$ cat src/rtl/alu_pipe.sv
// Two-stage pipelined NZVC ALU with valid/ready on both sides and a carry-chaining flag register.
// Define ALU_PIPE_SAT_EN to make ADD/INC/SUB/DEC/ADC/SBC saturate on signed overflow.
module alu_pipe #(
  parameter int unsigned WIDTH = 8
) (
  input  logic             clk,
  input  logic             rst,
  input  logic             in_valid,
  output logic             in_ready,
  input  logic [WIDTH-1:0] A,
  input  logic [WIDTH-1:0] B,
  input  logic [3:0]       ALU_Sel,
  output logic             out_valid,
  input  logic             out_ready,
  output logic [WIDTH-1:0] Result,
  output logic [3:0]       NZVC
);

  typedef enum logic [3:0] {
    OpAdd, OpInc, OpSub, OpDec, OpAnd, OpOr, OpXor, OpNot,
    OpAdc, OpSbc, OpShl, OpShr, OpAsr, OpCmp, OpPassb, OpClrf
  } op_e;

  localparam int unsigned Msb = WIDTH - 1;
  localparam logic [WIDTH-1:0] One = WIDTH'(1);
`ifdef ALU_PIPE_SAT_EN
  localparam logic [WIDTH-1:0] SatMax = {1'b0, {(WIDTH-1){1'b1}}};
  localparam logic [WIDTH-1:0] SatMin = {1'b1, {(WIDTH-1){1'b0}}};
`endif

  logic             s1_valid;
  logic [WIDTH-1:0] s1_a, s1_b;
  op_e              s1_op;
  logic [3:0]       flags_q;
  logic             adv2;

  logic [WIDTH-1:0] arith_b;
  logic             arith_ci;
  logic [WIDTH:0]   sum, diff;
  logic             v_add, v_sub;
  logic [WIDTH-1:0] res_d, flag_val;
  logic             v, c, clr, use_diff;
  logic [3:0]       nzvc_d;

  assign adv2     = !out_valid || out_ready;
  assign in_ready = !s1_valid || adv2;
  assign NZVC     = flags_q;

  // Shared adder/subtractor operands: INC/DEC use a constant one, ADC/SBC chain the stored carry.
  always_comb begin
    arith_b  = s1_b;
    arith_ci = 1'b0;
    case (s1_op)
      OpInc, OpDec: arith_b  = One;
      OpAdc, OpSbc: arith_ci = flags_q[0];
      default: ;
    endcase
  end

  assign sum   = {1'b0, s1_a} + {1'b0, arith_b} + {{WIDTH{1'b0}}, arith_ci};
  assign diff  = {1'b0, s1_a} - {1'b0, arith_b} - {{WIDTH{1'b0}}, arith_ci};
  assign v_add = (s1_a[Msb] == arith_b[Msb]) && (sum[Msb] != s1_a[Msb]);
  assign v_sub = (s1_a[Msb] != arith_b[Msb]) && (diff[Msb] != s1_a[Msb]);

  always_comb begin
    res_d    = '0;
    v        = 1'b0;
    c        = 1'b0;
    clr      = 1'b0;
    use_diff = 1'b0;
    case (s1_op)
      OpAdd, OpInc, OpAdc: begin
        res_d = sum[Msb:0];
        v     = v_add;
        c     = sum[WIDTH];
      end
      OpSub, OpDec, OpSbc: begin
        res_d = diff[Msb:0];
        v     = v_sub;
        c     = diff[WIDTH];
      end
      OpAnd:   res_d = s1_a & s1_b;
      OpOr:    res_d = s1_a | s1_b;
      OpXor:   res_d = s1_a ^ s1_b;
      OpNot:   res_d = ~s1_a;
      OpShl: begin
        res_d = {s1_a[Msb-1:0], 1'b0};
        c     = s1_a[Msb];
      end
      OpShr: begin
        res_d = {1'b0, s1_a[Msb:1]};
        c     = s1_a[0];
      end
      OpAsr: begin
        res_d = {s1_a[Msb], s1_a[Msb:1]};
        c     = s1_a[0];
      end
      OpCmp: begin
        res_d    = s1_a;
        v        = v_sub;
        c        = diff[WIDTH];
        use_diff = 1'b1;
      end
      OpPassb: res_d = s1_b;
      OpClrf:  clr   = 1'b1;
      default: ;
    endcase
`ifdef ALU_PIPE_SAT_EN
    // Overflow direction follows the sign of A for both add- and subtract-type ops.
    if (v && s1_op != OpCmp) res_d = s1_a[Msb] ? SatMin : SatMax;
`endif
    flag_val = use_diff ? diff[Msb:0] : res_d;
    nzvc_d   = clr ? 4'b0000 : {flag_val[Msb], flag_val == '0, v, c};
  end

  always_ff @(posedge clk) begin
    if (rst) begin
      s1_valid  <= 1'b0;
      s1_a      <= '0;
      s1_b      <= '0;
      s1_op     <= OpAdd;
      out_valid <= 1'b0;
      Result    <= '0;
      flags_q   <= 4'b0000;
    end else begin
      if (in_ready) begin
        s1_valid <= in_valid;
        if (in_valid) begin
          s1_a  <= A;
          s1_b  <= B;
          s1_op <= op_e'(ALU_Sel);
        end
      end
      if (adv2) begin
        out_valid <= s1_valid;
        if (s1_valid) begin
          Result  <= res_d;
          flags_q <= nzvc_d;
        end
      end
    end
  end

endmodule

$ cat config.mk
export PLATFORM = sky130hd
export DESIGN_NAME = alu_pipe
export DESIGN_NICKNAME = d
export VERILOG_FILES = /design/src/rtl/alu_pipe.sv
export SDC_FILE = /design/constraint.sdc
export NUM_CORES = 1
export LEC_CHECK = 0
export BUFFER_PORTS_ARGS = -buffer_cell sky130_fd_sc_hd__clkbuf_2
export CAP_MARGIN = 20
export CORE_ASPECT_RATIO = 0.5
export CORE_MARGIN = 2
export CORE_UTILIZATION = 50
export CTS_CLUSTER_DIAMETER = 200
export CTS_CLUSTER_SIZE = 10
export DETAILED_ROUTE_END_ITERATION = 10
export PLACE_DENSITY = 0.81
export SYNTH_ARGS = -nofsm -noshare
export SYNTH_HDL_FRONTEND = slang
export SYNTH_SLANG_ARGS = --single-unit
$ cat constraint.sdc
create_clock -name clk -period 3.5 [get_ports clk]
set_clock_uncertainty 0.1 [all_clocks]
set_input_delay 0.175 -clock clk [delete_from_list [all_inputs] [get_ports clk]]
set_output_delay 0.175 -clock clk [all_outputs]
set_load 0.05 [all_outputs]
==> results of run 1 <==
==> registers in the layout, indices dropped and copies added (netlist names) <==
register / count
s1_a: 8
Result: 8
NZVC: 4
s1_valid: 1
s1_op: 4
out_valid: 1
s1_b: 8
==> power by group <==
group	internal (uW)	switching, uW
Sequential	410	22.3
Combinational	200	324
Clock	409	182
Total	1020	529
==> logic make-up after synthesis <==
| kind of cell | share of synthesized area (%) |
|---|---|
| and+or+nand+nor | 23.1 |
| AOI/OAI and AO/OA | 25.9 |
| buffers and inverters | 8.75 |
| adders and majority gates | 15.9 |
| DFF | 19.9 |
| xor gates and xnor gates | 3.07 |
| muxes | 3.37 |
==> cell usage in the layout (no fill, tap or decap), types with 4 or more instances in the layout <==
master / synthesis / routed
a21oi_1: 37 / 37
nand3_1: 7 / 7
clkbuf_16: 0 / 5
nor3_1: 12 / 11
nand3b_1: 4 / 4
xor2_1: 7 / 7
a31oi_1: 4 / 4
fa_1: 4 / 4
xnor2_1: 5 / 5
nor2_1: 44 / 42
a211oi_1: 8 / 7
o22ai_1: 4 / 4
buf_4: 6 / 18
mux2i_1: 7 / 7
o21ai_0: 15 / 14
ha_1: 37 / 35
nor2b_1: 9 / 9
nand2b_1: 12 / 12
inv_1: 40 / 40
dfxtp_1: 34 / 34
clkbuf_2: 0 / 37
a22oi_1: 7 / 7
a2bb2oi_1: 4 / 4
mux2_2: 4 / 4
nand2_1: 71 / 71
==> worst reg2reg max path, cell delays in order (launching register included) <==
cell,delay (ns)
dfxtp_1,0.46
nor2_1,0.08
nand3_1,0.13
inv_1,0.07
fa_1,0.44
fa_1,0.49
a21bo_2,0.25
nand2b_1,0.08
xor2_1,0.11
a22oi_1,0.28
nand3_1,0.23
nor2_1,0.14
a31oi_1,0.10
o31ai_2,0.22
==> stage by stage <==
step | area, um^2 | worst slack (ns)
after floorplan | 3430 | 0.00380
after global placement | 3710 | 0.280
after detailed placement | 3710 | 0.176
after CTS | 3910 | 0.162
after global routing | 3920 | 0.00782
final | 3920 | 0.216
==> metal layers <==
layer / GRT usage, % / share of wire, % / up-vias
met5: 0 / 0 / -
met4: 7.99 / 2.1 / 0
met3: 7.39 / 13 / 29
met2: 35.7 / 38 / 211
met1: 40.5 / 47 / 1550
li1: - / - / 1656
==> final timing paths <==
kind | start | to | cells after the start | slack (ns)
max reg2reg | s1_op[2]$_SDFFE_PP0P_ | NZVC[2]$_SDFFE_PP0P_ | 13 | 0.22
max | s1_op[2]$_SDFFE_PP0P_ | NZVC[2]$_SDFFE_PP0P_ | 13 | 0.22
min reg2reg | Result[7]$_SDFFE_PP0P_ | Result[7]$_SDFFE_PP0P_ | 2 | 0.35
min | A[0] | s1_a[0]$_SDFFE_PP0P_ | 3 | 0.007
==> area by class of cell <==
type	instances	area (um^2)	share of cell area, %
Clock buffer	5	125	3.19
Inverter	40	150	3.83
Clock inverter	3	68.8	1.75
Sequential cell	34	681	17.4
Multi-Input combinational cell	356	2460	62.8
Timing Repair Buffer	55	320	8.17
Tap cell	92	115	2.93
==> timing repair <==
| item | in CTS | in global routing |
|---|---|---|
| endpoints found under the hold margin | 0 | 0 |
| buffers inserted | 0 | 0 |
| setup endpoints to repair | 0 | 2 |
| gates resized for setup | 0 | 6 |
==> impl_metrics.json, run 1 <==
{
  "wl_per_cell_um": 16.6,
  "layout.nets": 557,
  "drtAntennaViolNets": 0,
  "arrival_ns": 3.38,
  "root_buffer": "clkbuf_16",
  "cp_num_buf_inv": 1,
  "endpoint_kind": "flop",
  "grt_util_all_layers_pct": 26.7,
  "drt_iter0_markers": 437,
  "hold_path.class": "input pin to flop",
  "grt_overflow_total": 0,
  "p_per_area_mw_per_mm2": 395,
  "ios": 38,
  "irDropWorstVdd_mv": 0.250,
  "ys_ff_latch": 34,
  "synth_edf_count": 0,
  "critical_path_class": "flop to flop",
  "slowest_delay_ns": 0.49,
  "ys_seq_area_share_pct": 19.9,
  "h-tree-depth": 2,
  "dieArea_mm2": 0.00755,
  "required_ns": 3.60,
  "p_total_uw": 1550,
  "synth.distinct_cells": 65,
  "relSlewSlack_pct": 45.3,
  "finalSetupViolCount": 0,
  "cts_tree": "built",
  "hpwl_um": 7350,
  "drv_slew": 0,
  "synth_cells": 457,
  "start_kind": "flop",
  "core.rowCount": 21,
  "synth_ff_type": "dfxtp_1",
  "yosys_warnings": 0,
  "grt_pass1_wl_um": 16100,
  "clock_path_buffers": 2,
  "async_flop_share_pct": 0,
  "critPathTopFamily": "adder cells",
  "synth_nets": 522,
  "worst_pin_slew_ns": 0.818,
  "path_clk_slew_ns": 0.06,
  "ys_top_cells_by_area": "dfxtp_1 20%, ha_1 14%, nand2_1 7.8%",
  "final.setup.tns_ns": 0,
  "synth_top_area_share_pct": 19.9,
  "dp.cells": 577,
  "path_cells": "nor2_1 -> nand3_1 -> inv_1 -> fa_1 -> fa_1 -> a21bo_2 -> nand2b_1 -> xor2_1 -> a22oi_1 -> nand3_1 -> nor2_1 -> a31oi_1 -> o31ai_2",
  "synth_common_cells": "71 x nand2_1, 44 x nor2_1, 40 x inv_1",
  "outcome": "complete, no violations",
  "syn_area_per_cell_um2": 7.48,
  "postCtsHoldBufs": 0,
  "cap_viol_max_count": 0,
  "clkSinkCount": 34,
  "crit_fanout": 7,
  "die_w_um": 121,
  "antenna_cells": 0,
  "grt_antenna_before_repair": 0,
  "numCtsBuffers": 5,
  "yosysTopAreaCell": "dfxtp_1",
  "die_y_um": 62.5,
  "synthesis.area_mm2": 0.00342,
  "hold_ws_ns": 0.00673,
  "viasPerCell": 5.89,
  "core_mm2": 0.00665,
  "drc": 0,
  "slowest_stage": "fa_1",
  "gp_congestion": 1.02,
  "drt-pass1-iter-count": 5,
  "max_freq_mhz": 304,
  "grt_max_degree": 36,
  "clock_latency_ns": 0.29,
  "start_util_pct": 51.4,
  "area_growth_pct": 14.8,
  "final.fill_count": 578,
  "finalHoldViolCount": 0,
  "period_minus_slack_ns": 3.28,
  "final_core_util_pct": 59.0,
  "fin_cells": 585,
  "drive_gt1_share_pct": 18.1,
  "drt_wl_total_um": 9700,
  "io_buffers": 37,
  "period_share_pct": 93.8,
  "grt_pass1_vias": 3155,
  "rsz0062_at_grt": "no",
  "synthMostInstantiatedCell": "nand2_1",
  "via_count": 3446,
  "p_leak_uw": 0.00169
}
Power figures use the tool's default switching activity.
==> run 2: changes to the inputs <==
--- a/config.mk
+++ b/config.mk
@@ -7,13 +7,16 @@
 export LEC_CHECK = 0
 export BUFFER_PORTS_ARGS = -buffer_cell sky130_fd_sc_hd__clkbuf_2
 export CAP_MARGIN = 20
+export CELL_PAD_IN_SITES_DETAIL_PLACEMENT = 2
+export CELL_PAD_IN_SITES_GLOBAL_PLACEMENT = 2
 export CORE_ASPECT_RATIO = 0.5
 export CORE_MARGIN = 2
-export CORE_UTILIZATION = 50
+export CORE_UTILIZATION = 31
 export CTS_CLUSTER_DIAMETER = 200
 export CTS_CLUSTER_SIZE = 10
 export DETAILED_ROUTE_END_ITERATION = 10
-export PLACE_DENSITY = 0.81
+export PLACE_DENSITY = 0.86
+export SLEW_MARGIN = 30
 export SYNTH_ARGS = -nofsm -noshare
 export SYNTH_HDL_FRONTEND = slang
 export SYNTH_SLANG_ARGS = --single-unit
==> run 2 against run 1 <==
The run now ends with negative setup slack left. Total power increased by 1.5%. Worst hold slack gained 0.0079 ns. Cell area grew 2.6%. Global-route usage shrank 1.8 points. Critical path depth up 1. Count of clock-buffer cells in the layout rose by 1. First-iteration DRC count is 37% lower. Critical endpoint unchanged. Flip-flop and latch count stayed put. Combinational power rose by 15%. Via count increased by 7.5%. Sequential power is essentially flat.
==> impl_metrics.json, run 2 (synthesis results as in run 1) <==
{
  "outcome": "finished with violations",
  "violations": "negative setup slack",
  "max_freq_mhz": 283,
  "antenna_cells": 0,
  "required_ns": 3.61,
  "grt_util_all_layers_pct": 24.8,
  "clock_latency_ns": 0.29,
  "finalHoldViolCount": 0,
  "die_w_um": 153,
  "layout_common_cells": "71 x nand2_1, 43 x nor2_1, 40 x inv_1",
  "final.fill_count": 1270,
  "core_mm2": 0.0109,
  "clock_path_buffers": 2,
  "drt_iter0_markers": 275,
  "final_core_util_pct": 37.0,
  "relSlewSlack_pct": 41.7,
  "core.rowCount": 27,
  "crit_fanout": 4,
  "drtAntennaViolNets": 0,
  "endpoint_kind": "flop",
  "ios": 38,
  "dp.cells": 633,
  "multi_input_area_mm2": 0.00249,
  "grt_pass1_vias": 3893,
  "drt-pass1-iter-count": 5,
  "worst_pin_slew_ns": 0.872,
  "clkSinkCount": 34,
  "root_buffer": "clkbuf_16",
  "drc": 0,
  "drive_gt1_share_pct": 19.3,
  "start_util_pct": 31.4,
  "finalSetupViolCount": 2,
  "hpwl_um": 10500,
  "gp_congestion": 0.876,
  "grt_pass1_wl_um": 23000,
  "numCtsBuffers": 5,
  "fin_ws_ns": -0.0367,
  "fin_area_mm2": 0.00403,
  "area_growth_pct": 17.8,
  "layout_commonest_cell": "nand2_1",
  "placed_area_mm2": 0.00380,
  "path_cells": "nand2b_2 -> o21ai_2 -> inv_1 -> fa_1 -> inv_1 -> ha_1 -> o21ai_2 -> nand2_1 -> xor2_1 -> a221o_1 -> a221oi_2 -> and3_1 -> o21ai_1 -> o31ai_2",
  "grt_max_degree": 36,
  "irDropWorstVdd_mv": 0.170,
  "io_buffers": 37,
  "slowest_delay_ns": 0.55,
  "layout.nets": 562,
  "wl_per_cell_um": 24.3,
  "place_ws_ns": -0.0192,
  "reg_top3": "Result: 8 flops, s1_a: 8 flops, s1_b: 8 flops",
  "hold_path.class": "input pin to flop",
  "period_minus_slack_ns": 3.54,
  "slowest_stage": "fa_1",
  "cap_viol_max_count": 0,
  "arrival_ns": 3.64,
  "h-tree-depth": 2,
  "p_leak_uw": 0.00171,
  "viasPerCell": 5.77,
  "p_per_area_mw_per_mm2": 390,
  "drt_wl_total_um": 15600,
  "dieArea_mm2": 0.0119,
  "regArea_um2": 682,
  "path_clk_slew_ns": 0.06,
  "period_share_pct": 101,
  "grt_overflow_total": 0,
  "start_kind": "flop",
  "via_count": 3703,
  "drv_slew": 0,
  "fin_cells": 642,
  "cts_tree": "built",
  "die_y_um": 78.3,
  "hold_ws_ns": 0.0146,
  "grt_antenna_before_repair": 0,
  "critical_path_class": "flop to flop"
}
==> run 2: metrics by stage <==
step,TNS [ns],total power (uW)
global placement,0,954
CTS,0,1530
floorplan,0,818
detailed placement,-0.0192,980
finish,-0.0540,1570
global route,-0.310,1630
==> run 2: cell type report <==
class	count	area share [%]
Clock buffer	6	3.45
Clock inverter	1	0.746
Inverter	40	3.73
Multi-Input combinational cell	356	61.7
Sequential cell	34	16.9
Tap cell	145	4.51
Timing Repair Buffer	60	8.89
==> run 2: what timing repair did <==
item                                    in CTS  in global routing
hold endpoints to repair                     0                  0
pin swaps                                    0                  5
gates resized for setup                      1                  9
buffers inserted                             0                  2
endpoints found under the setup margin       2                  5
hold buffers                                 0                  0
==> run 2: path summary, 6_finish.rpt <==
path                                             from                   end  slack [ns]  cells after the start
worst max-delay path            s1_op[3]$_SDFFE_PP0P_  NZVC[2]$_SDFFE_PP0P_       -0.04                     14
worst max register to register  s1_op[3]$_SDFFE_PP0P_  NZVC[2]$_SDFFE_PP0P_       -0.04                     14
worst min-delay path                             B[4]  s1_b[4]$_SDFFE_PP0P_        0.01                      3
worst min register to register   s1_b[4]$_SDFFE_PP0P_  s1_b[4]$_SDFFE_PP0P_        0.40                      2
==> run 2: layer usage <==
layer / vias up / share of wire, % / global-route usage [%] / wire, um
met4: 0 / 2.1 / 5.37 / 325
met3: 27 / 7.5 / 2.82 / 1180
met5: - / 0 / 0 / 0
met2: 165 / 45 / 41.1 / 7040
li1: 1656 / - / - / -
met1: 1855 / 45 / 35.0 / 7070
==> run 2: where the power goes <==
group	switching [uW]	internal, uW
clock	185	352
sequential	23.2	411
combinational	387	214
==> run 2: critical path: cells and delay by family, from the launching register on <==
family                   cells  cell delay [ns]
AO/OA/AOI/OAI                6             1.30
adder cells (fa/ha/maj)      2             0.75
AND/OR/NAND/NOR              3             0.58
flip-flops                   1             0.34
buffers and inverters        2             0.19
XOR/XNOR                     1             0.18
